$ cat src/rtl/uart_pkg.sv
// ---------------------------------------------------------------------------
// uart_pkg
// Shared definitions for the UART transmitter and receiver.
//   - uart_state_t     : frame state machine encoding (IDLE/START/DATA/PARITY/STOP)
//   - DEFAULT_CLK_FREQ : default system clock frequency in Hz
//   - DEFAULT_BAUD_RATE: default line rate in bit/s
//   - clks_per_bit()   : bit period in clock cycles (integer division)
//   - even_parity()    : parity bit that makes data plus parity carry an even
//                        number of ones
// ---------------------------------------------------------------------------
package uart_pkg;

    typedef enum logic [2:0] {
        ST_IDLE   = 3'd0,
        ST_START  = 3'd1,
        ST_DATA   = 3'd2,
        ST_PARITY = 3'd3,
        ST_STOP   = 3'd4
    } uart_state_t;

    localparam int unsigned DEFAULT_CLK_FREQ  = 32'd50_000_000;
    localparam int unsigned DEFAULT_BAUD_RATE = 32'd115_200;

    function automatic int unsigned clks_per_bit(input int unsigned clk_freq,
                                                 input int unsigned baud_rate);
        return clk_freq / baud_rate;
    endfunction

    function automatic logic even_parity(input logic [7:0] data);
        return ^data;
    endfunction

endpackage

$ cat src/rtl/uart_baud_gen.sv
// ---------------------------------------------------------------------------
// uart_baud_gen
// Bit-period counter shared by the UART transmitter and receiver. Counts
// 0 .. CLKS_PER_BIT-1 and wraps; tick is high during the final cycle of each
// bit period.
// Ports:
//   clk   : system clock, rising edge
//   rst   : asynchronous, active-low reset
//   clear : hold the counter at 0 (next cycle is the first of a bit period)
//   tick  : registered, high in the last cycle of the current bit period
// ---------------------------------------------------------------------------
module uart_baud_gen #(
    parameter int unsigned CLKS_PER_BIT = 32'd434
) (
    input  logic clk,
    input  logic rst,
    input  logic clear,
    output logic tick
);

    localparam int unsigned CNT_W = (CLKS_PER_BIT > 32'd1) ? $clog2(CLKS_PER_BIT) : 32'd1;
    localparam logic [CNT_W-1:0] CNT_MAX = CNT_W'(CLKS_PER_BIT - 32'd1);

    logic [CNT_W-1:0] cnt_r;
    logic [CNT_W-1:0] cnt_nxt_s;
    logic             tick_r;

    // Next counter value: hold at zero while cleared, otherwise count and wrap.
    always_comb begin
        cnt_nxt_s = cnt_r;
        if (clear) begin
            cnt_nxt_s = '0;
        end else if (cnt_r == CNT_MAX) begin
            cnt_nxt_s = '0;
        end else begin
            cnt_nxt_s = cnt_r + CNT_W'(1'b1);
        end
    end

    // Counter and look-ahead tick register so tick lines up with CNT_MAX.
    always_ff @(posedge clk or negedge rst) begin
        if (!rst) begin
            cnt_r  <= '0;
            tick_r <= 1'b0;
        end else begin
            cnt_r  <= cnt_nxt_s;
            tick_r <= (cnt_nxt_s == CNT_MAX);
        end
    end

    assign tick = tick_r;

endmodule

$ cat src/rtl/uart_tx.sv
// ---------------------------------------------------------------------------
// uart_tx
// UART transmit serializer. Accepts one byte per tx_valid/tx_ready handshake
// and sends start bit, 8 data bits LSB first, optional even parity bit and
// STOP_BITS stop bits on serial_out (idle high).
//
// Build option: define UART_TX_PARITY_EN for 8E1/8E2 frames; when undefined
// the parity state and register are absent and frames are 8N1/8N2.
//
// Ports:
//   clk        : system clock, rising edge
//   rst        : asynchronous, active-low reset
//   tx_data    : byte to send, sampled only on the handshake cycle
//   tx_valid   : upstream has a byte (must be held until tx_ready)
//   tx_ready   : block is idle and will accept a byte
//   serial_out : registered UART line
//   busy       : frame in progress, always ~tx_ready
// ---------------------------------------------------------------------------
module uart_tx
    import uart_pkg::*;
#(
    parameter int unsigned CLK_FREQ  = DEFAULT_CLK_FREQ,
    parameter int unsigned BAUD_RATE = DEFAULT_BAUD_RATE,
    parameter int unsigned STOP_BITS = 32'd1
) (
    input  logic       clk,
    input  logic       rst,
    input  logic [7:0] tx_data,
    input  logic       tx_valid,
    output logic       tx_ready,
    output logic       serial_out,
    output logic       busy
);

    localparam int unsigned CLKS_PER_BIT = clks_per_bit(CLK_FREQ, BAUD_RATE);
    localparam logic        STOP_LAST    = 1'(STOP_BITS - 32'd1);

    if (CLKS_PER_BIT < 32'd2) begin : g_bad_clks_per_bit
        $error("uart_tx: CLK_FREQ/BAUD_RATE must give at least 2 clocks per bit");
    end
    if ((STOP_BITS != 32'd1) && (STOP_BITS != 32'd2)) begin : g_bad_stop_bits
        $error("uart_tx: STOP_BITS must be 1 or 2");
    end

    uart_state_t state_r;
    uart_state_t state_nxt_s;
    logic [7:0]  shift_r;
    logic [7:0]  shift_nxt_s;
    logic [2:0]  idx_r;
    logic [2:0]  idx_nxt_s;
    logic        stop_cnt_r;
    logic        stop_cnt_nxt_s;
    logic        serial_out_r;
    logic        serial_nxt_s;
    logic        tx_ready_r;
    logic        baud_clear_s;
    logic        baud_tick_s;
`ifdef UART_TX_PARITY_EN
    logic        parity_r;
    logic        parity_nxt_s;
`endif

    // Every state change happens on a tick, when the counter wraps to zero on
    // its own, so holding it cleared in IDLE is enough to start each state
    // with a fresh count.
    assign baud_clear_s = (state_r == ST_IDLE);

    uart_baud_gen #(
        .CLKS_PER_BIT (CLKS_PER_BIT)
    ) u_baud_gen (
        .clk   (clk),
        .rst   (rst),
        .clear (baud_clear_s),
        .tick  (baud_tick_s)
    );

    // Next-state, datapath and next line value.
    always_comb begin
        state_nxt_s    = state_r;
        shift_nxt_s    = shift_r;
        idx_nxt_s      = idx_r;
        stop_cnt_nxt_s = stop_cnt_r;
`ifdef UART_TX_PARITY_EN
        parity_nxt_s   = parity_r;
`endif
        case (state_r)
            ST_IDLE: begin
                if (tx_valid && tx_ready_r) begin
                    state_nxt_s    = ST_START;
                    shift_nxt_s    = tx_data;
                    idx_nxt_s      = 3'd0;
                    stop_cnt_nxt_s = 1'b0;
`ifdef UART_TX_PARITY_EN
                    parity_nxt_s   = even_parity(tx_data);
`endif
                end else begin
                    state_nxt_s = ST_IDLE;
                end
            end
            ST_START: begin
                if (baud_tick_s) begin
                    state_nxt_s = ST_DATA;
                    idx_nxt_s   = 3'd0;
                end else begin
                    state_nxt_s = ST_START;
                end
            end
            ST_DATA: begin
                if (baud_tick_s) begin
                    shift_nxt_s = {1'b0, shift_r[7:1]};
                    idx_nxt_s   = idx_r + 3'd1;
                    if (idx_r == 3'd7) begin
`ifdef UART_TX_PARITY_EN
                        state_nxt_s    = ST_PARITY;
`else
                        state_nxt_s    = ST_STOP;
`endif
                        stop_cnt_nxt_s = 1'b0;
                    end else begin
                        state_nxt_s = ST_DATA;
                    end
                end else begin
                    state_nxt_s = ST_DATA;
                end
            end
`ifdef UART_TX_PARITY_EN
            ST_PARITY: begin
                if (baud_tick_s) begin
                    state_nxt_s    = ST_STOP;
                    stop_cnt_nxt_s = 1'b0;
                end else begin
                    state_nxt_s = ST_PARITY;
                end
            end
`endif
            ST_STOP: begin
                if (baud_tick_s) begin
                    if (stop_cnt_r == STOP_LAST) begin
                        state_nxt_s    = ST_IDLE;
                        stop_cnt_nxt_s = 1'b0;
                    end else begin
                        state_nxt_s    = ST_STOP;
                        stop_cnt_nxt_s = stop_cnt_r + 1'b1;
                    end
                end else begin
                    state_nxt_s = ST_STOP;
                end
            end
            default: begin
                state_nxt_s = ST_IDLE;
            end
        endcase

        // The line is decoded from the next state so the registered output
        // changes on the same edge as the state register.
        case (state_nxt_s)
            ST_IDLE:   serial_nxt_s = 1'b1;
            ST_START:  serial_nxt_s = 1'b0;
            ST_DATA:   serial_nxt_s = shift_nxt_s[0];
`ifdef UART_TX_PARITY_EN
            ST_PARITY: serial_nxt_s = parity_nxt_s;
`endif
            ST_STOP:   serial_nxt_s = 1'b1;
            default:   serial_nxt_s = 1'b1;
        endcase
    end

    // State, datapath and output registers; reset forces the line high at once.
    always_ff @(posedge clk or negedge rst) begin
        if (!rst) begin
            state_r      <= ST_IDLE;
            shift_r      <= 8'h00;
            idx_r        <= 3'd0;
            stop_cnt_r   <= 1'b0;
            serial_out_r <= 1'b1;
            tx_ready_r   <= 1'b1;
`ifdef UART_TX_PARITY_EN
            parity_r     <= 1'b0;
`endif
        end else begin
            state_r      <= state_nxt_s;
            shift_r      <= shift_nxt_s;
            idx_r        <= idx_nxt_s;
            stop_cnt_r   <= stop_cnt_nxt_s;
            serial_out_r <= serial_nxt_s;
            tx_ready_r   <= (state_nxt_s == ST_IDLE);
`ifdef UART_TX_PARITY_EN
            parity_r     <= parity_nxt_s;
`endif
        end
    end

    assign serial_out = serial_out_r;
    assign tx_ready   = tx_ready_r;
    assign busy       = ~tx_ready_r;

endmodule

$ cat config.mk
export PLATFORM = sky130hd
export DESIGN_NAME = uart_tx
export DESIGN_NICKNAME = d
export VERILOG_FILES = /design/src/rtl/uart_pkg.sv /design/src/rtl/uart_baud_gen.sv /design/src/rtl/uart_tx.sv
export SDC_FILE = /design/constraint.sdc
export NUM_CORES = 1
export LEC_CHECK = 0
export CAP_MARGIN = 20
export CORE_ASPECT_RATIO = 0.75
export CORE_MARGIN = 2
export CORE_UTILIZATION = 40
export DETAILED_ROUTE_END_ITERATION = 10
export SYNTH_ARGS = -nofsm -noshare
export SYNTH_HDL_FRONTEND = slang
export SYNTH_HIERARCHICAL = 1
export SYNTH_SLANG_ARGS = --single-unit
export TNS_END_PERCENT = 30
$ cat constraint.sdc
create_clock -name clk -period 3.49 [get_ports clk]
set_input_delay 0.5235 -clock clk [delete_from_list [all_inputs] [get_ports clk]]
set_output_delay 0.5235 -clock clk [all_outputs]
set_load 0.03 [all_outputs]
### After elaboration in Yosys (flattened, before gate mapping)

Index checks and enable logic that the tools add are counted.

| word-level totals | value |
|---|---|
| flip-flop bits (word level) | 27 |
| bits of input ports | 11 |
| output and inout bits | 3 |
| word-level logic and storage cells | 58 |

| cells by class | value |
|---|---|
| add/subtract/negate cells | 3 |
| bitwise gates (word level) | 1 |
| muxes and demuxes | 23 |
| eq/ne operators | 13 |
| reductions and logical operators | 9 |

Operators with widths:

| kind | count |
|---|---|
| 2-to-1 mux 3 bit | 7 |
| == test 9 bit (second input constant) | 2 |
| 2-to-1 mux 9 bit | 2 |
| 2-to-1 mux 8 bit | 2 |
| case mux 8 bit (2 select lines) | 1 |
| case mux 3 bit (4 select lines) | 1 |
| adder 9 x 1 -> 9 bit (second input constant) | 1 |
| case mux 3 bit (3 select lines) | 1 |
| != test 2 x 1 -> 1 bit (second input constant) | 4 |
| == test 3 x 1 -> 1 bit (second input constant) | 2 |
| == test 3 x 2 -> 1 bit (second input constant) | 2 |
| == test 3 bit (second input constant) | 2 |
| zero test 3 bit | 2 |
| 2-to-1 mux 1 bit | 6 |
| nonzero test 3 bit | 2 |
| AND reduction 5 bit | 1 |
| AND reduction 4 bit | 1 |
| adder 3 x 1 -> 3 bit (second input constant) | 1 |
| case mux 1 bit (3 select lines) | 1 |
| AND reduction 3 bit | 1 |
| 2-to-1 mux 2 bit | 1 |
| != test 2 bit (second input constant) | 1 |
| case mux 1 bit (2 select lines) | 1 |
| nonzero test 2 bit | 1 |
| 3 further kinds | 3 |

### Logic depth before layout (Yosys ltp)

| depth | value |
|---|---|
| depth in word-level cells | 6 |
| mapped depth | 7 |
| depth with buffers taken out | 6 |

### Cells and area by module

Netlist, hierarchy kept.

Modules (own cells, without submodules):

| module | sequential area each (sq um) | cells each | instances | area each (sq um) |
|---|---|---|---|---|
| uart_tx | 402.9 | 78 | 1 | 818.3 |
| uart_baud_gen | 250.2 | 52 | 1 | 520.5 |

### Worst setup path after synthesis

OpenSTA, ideal clock, no wires.

| path | value |
|---|---|
| path kind | reg-to-reg |
| start | register state_r[0] |
| end | register u_baud_gen.tick_r, in the netlist u_baud_gen/tick |
| buffers on the path | 2 |
| clock period less this slack | 1.808 ns |
| arrival time | 1.671 ns |
| stages on the path, launching flop included | 8 |
| data required time | 3.353 ns |
| path slack | 1.682 ns |
| library setup time | 0.137 ns |
| path through | dfrtp_1 > buf_6 > or2_1 > buf_6 > nor2_1 > and3b_1 > a211o_1 > nor4bb_1 |

| on the way | value |
|---|---|
| cells in the longest elaborated chain, start to end | 3 |

RTL lines:

| item | line | source |
|---|---|---|
| start, declared | uart_tx.sv:45 | `uart_state_t state_r;` |
| start signal, assigned | uart_tx.sv:181 | `state_r <= state_nxt_s;` |
| zero test 3 bit | uart_tx.sv:66 | `assign baud_clear_s = (state_r == ST_IDLE);` |
| via baud_clear_s | uart_tx.sv:56 | `logic baud_clear_s;` |
| 2-to-1 mux 9 bit | uart_baud_gen.sv:31 | `if (clear) begin` |
| via u_baud_gen.cnt_nxt_s[5] | uart_baud_gen.sv:25 | `logic [CNT_W-1:0] cnt_nxt_s;` |
| == test 9 bit | uart_baud_gen.sv:47 | `tick_r <= (cnt_nxt_s == CNT_MAX);` |
| end signal, assigned | uart_baud_gen.sv:47 |  |
| end, declared | uart_baud_gen.sv:26 | `logic tick_r;` |

The timed path passes the listed nets, and every way through them passes these cells.
A chain may end at the register's enable or synchronous reset.

### Final worst setup path

| path | value |
|---|---|
| start | register tx_ready_r, in the netlist tx_ready |
| end | output port tx_ready |

RTL lines:

| item | line | source |
|---|---|---|
| start, declared | uart_tx.sv:55 | `logic tx_ready_r;` |
| start signal, assigned | uart_tx.sv:186 | `tx_ready_r <= (state_nxt_s == ST_IDLE);` |
| end, declared | uart_tx.sv:30 | `output logic tx_ready,` |

No word-level cell between the ends.

==> metrics.cfg <==
[run]
maxCapViolCount=0

[synth]
ys.warnings.count=6
synth_common_cells=dfrtp_1, inv_1, nand2_1
synth.distinct_cells=42
synthesized_nets=145
postSynth.topFlopCell=dfrtp_1
synth_top_cell_by_area=dfrtp_1
most_frequent_cell_after_synthesis=dfrtp_1
yosysSeqAreaShare=0.488
synth-seq-cells=26
asyncSetResetFlopFracSynth=1.00
post_synth_instance_area_sq_mm=0.00134
postSynthAreaPerCell_sq_um=10.3
number_of_synthesized_flops_with_an_enable_pin=0
synth_top_area_frac=0.449
synth_top_cells_by_area=dfrtp_1, dfstp_2, o21ai_2
synthesis.instances=130

[cells_and_area]
layout-area-overhead-vs-synth_pct=15.8
num_antenna_cells=0
design.final.nets=160
multi_input_area_sq_um=609
drive_above_1_share=0.132
fill_cell_total_of_the_finished_layout=330
seqCellArea_sq_um=653

[global_route]
grt_use_total=0.143
global_route.overflow_total=0
grt_pass1_wl_um=4110
number_of_global_route_vias_before_repair=935
initial_antenna_violation_count=0
grt_max_degree=27

[power]
switchingPower_mw=0.256
power_leakage_nw=0.620
vdd_drop_max_uv=292
p_int_mw=0.557
power_density_mw_per_mm2=525
seq_power_share=0.525
power.switching_fraction=0.315
pwr-share-comb=0.232
power_frac_clock=0.243

[cts]
tritoncts=done
worstSkewPairLatency_ps=280
clockBufferDepth=2
cts.sink_count=26
post_cts_resize_count=0
cts.repair_timing.setup_buffer_count=0
h-tree-depth=1
cts_hold_buf=0
cts.reportedPaths.clkPinSlew_ps=80
tritoncts_buffer_count=3
clockRootBuffer=clkbuf_8

[critical_path]
critPathSlowestCell=clkdlybuf4s50_1
rr_worst_depth=5
critical_path.max_stage_delay_ps=670
critical_path_buf_inv_count=1
worst_path_max_fanout=5
r2r_start=state_r[0]
crit_arrival_ps=1510
critical_path.reg2reg.endpoint=u_baud_gen/tick
timing.setup.critical_path_class=reg -> out
timing.critical_path.to_type=output port
timing.critical_path.from_type=register
worst_ep_required_time_ps=2970
crit_chain=clkdlybuf4s50_1
path_delay_family=buffers and inverters
r2r_setup_slack_ps=1470

[sta]
finalSetupViolCount=0
hold_violations=0
setup_tns_ps=0
holdWs_ps=514
fmax_ghz=0.493
final.min_clock_period_ps=2030
rsz0062_at_grt=no
timing.clock.skew_ps=8.64
maxSlewViolCount=0
timing.max_slew.rel_slack=0.703
post-route-period-util=0.581
worstMarginPinSlew_ps=444

[die]
i_o_pin_cnt=14
floorplan.die.width_um=70.8
initial_core_utilization=0.413
die_y_um=54.1
row_count=18
die_area_sq_mm=0.00383
core_region_area_sq_mm=0.00324

[hold_path]
hold_path_class=reg -> reg
hp-start=shift_r[3]
hold_path_end=shift_r[2]
number_of_stages_on_the_worst_hold_path=2

[routing]
detailroute.via_count=973
routed_wl_um=2430
detail_route.first_pass.iterations=4
drt.antenna.violating_nets=0
detail_route.vias_per_cell=5.29
drt_iter0_markers=58
wl_per_cell_um=13.2
remaining_drc_errors=0

[run_status]
status=finished, final reports clean

[placement]
gp_congestion=0.737
post-dp-hpwl_um=1730
place.port_buffers=13

[metal layers]
layer | global-route usage | routed length, um | vias to the layer above
met5 | 0 | 0 | -
met4 | 0.0472 | 25 | 0
met3 | 0.0449 | 104 | 5
met2 | 0.231 | 1040 | 18
met1 | 0.185 | 1260 | 460
li1 | - | - | 490
[cell families after synthesis]
logic type | synth area share
and+or+nand+nor | 0.198
AOI/OAI and AO/OA | 0.177
DFF | 0.488
buffers and inverters | 0.0570
xor gates and xnor gates | 0.0262
adders and majority gates | 0.0374
muxes | 0.0168
[worst max path at each step]
| stage | startpoint | cells after the start | slack (ps) | to |
|---|---|---|---|---|
| 2_1_floorplan | state_r[0] | 7 | 1680 | u_baud_gen/tick |
| 3_3_place_gp | state_r[0] | 5 | 1560 | u_baud_gen/tick |
| 6_report | tx_ready | 1 | 1460 | tx_ready |
| 4_1_cts | tx_ready | 1 | 1440 | tx_ready |
| 5_1_grt | state_r[0] | 5 | 1330 | u_baud_gen/tick |
| 3_5_place_dp | state_r[0] | 5 | 1490 | u_baud_gen/tick |
[through the flow]
stage          std cells  power, mW  cell area, sq um  setup WS [ps]   util
2_1_floorplan        130      0.568              1340           1680      -
3_3_place_gp         180      0.617              1500           1560  0.461
3_5_place_dp         180      0.623              1500           1490  0.461
4_1_cts              184      0.823              1550           1440  0.478
5_1_grt              184      0.872              1550           1330  0.478
6_report             184      0.814              1550           1460  0.478
[placed cells by master (no fill, tap or decap), drive strengths merged, types with 2 or more instances in the layout]
cell type | Yosys | routed
clkdlybuf4s50 | 0 | 13
nand4 | 3 | 3
nand3 | 4 | 4
o21ai | 9 | 9
a22o | 2 | 2
dfrtp | 24 | 24
mux2 | 2 | 2
a22oi | 6 | 6
ha | 4 | 4
dfstp | 2 | 2
inv | 12 | 12
xor2 | 3 | 3
nor2 | 10 | 10
clkbuf | 1 | 4
a21oi | 6 | 6
nand3b | 2 | 2
or3 | 2 | 2
nor4b | 2 | 2
nor3 | 5 | 5
nand2 | 12 | 12
[worst min-delay path, cell delays in order (launching register included)]
cell and delay [ps]:
dfrtp_1 350, a22oi_1 80, o21ai_2 60
[power groups by stage]
stage                     sequential (mW)  combinational [mW]  clock (mW)
after detailed placement            0.433               0.190           0
after global routing                0.439               0.214       0.220
after global placement              0.431               0.186           0
final                               0.427               0.189       0.197
after floorplan                     0.423               0.145           0
after CTS                           0.427               0.192       0.203
[sequential cells by signal, indices dropped and copies added, names as in the netlist]
name,flops
u_baud_gen/tick,1
state_r,3
shift_r,8
serial_out,1
idx_r,3
u_baud_gen/cnt_r,9
tx_ready,1
[layout make-up]
cell class / instances / share of cell area
clock buffers: 4 / 0.0355
inverters: 12 / 0.0291
multi-input cells: 88 / 0.393
flip-flops and latches: 26 / 0.421
well taps: 40 / 0.0323
repair buffers: 14 / 0.0888
Note: power is estimated with default switching activity, not from simulation.
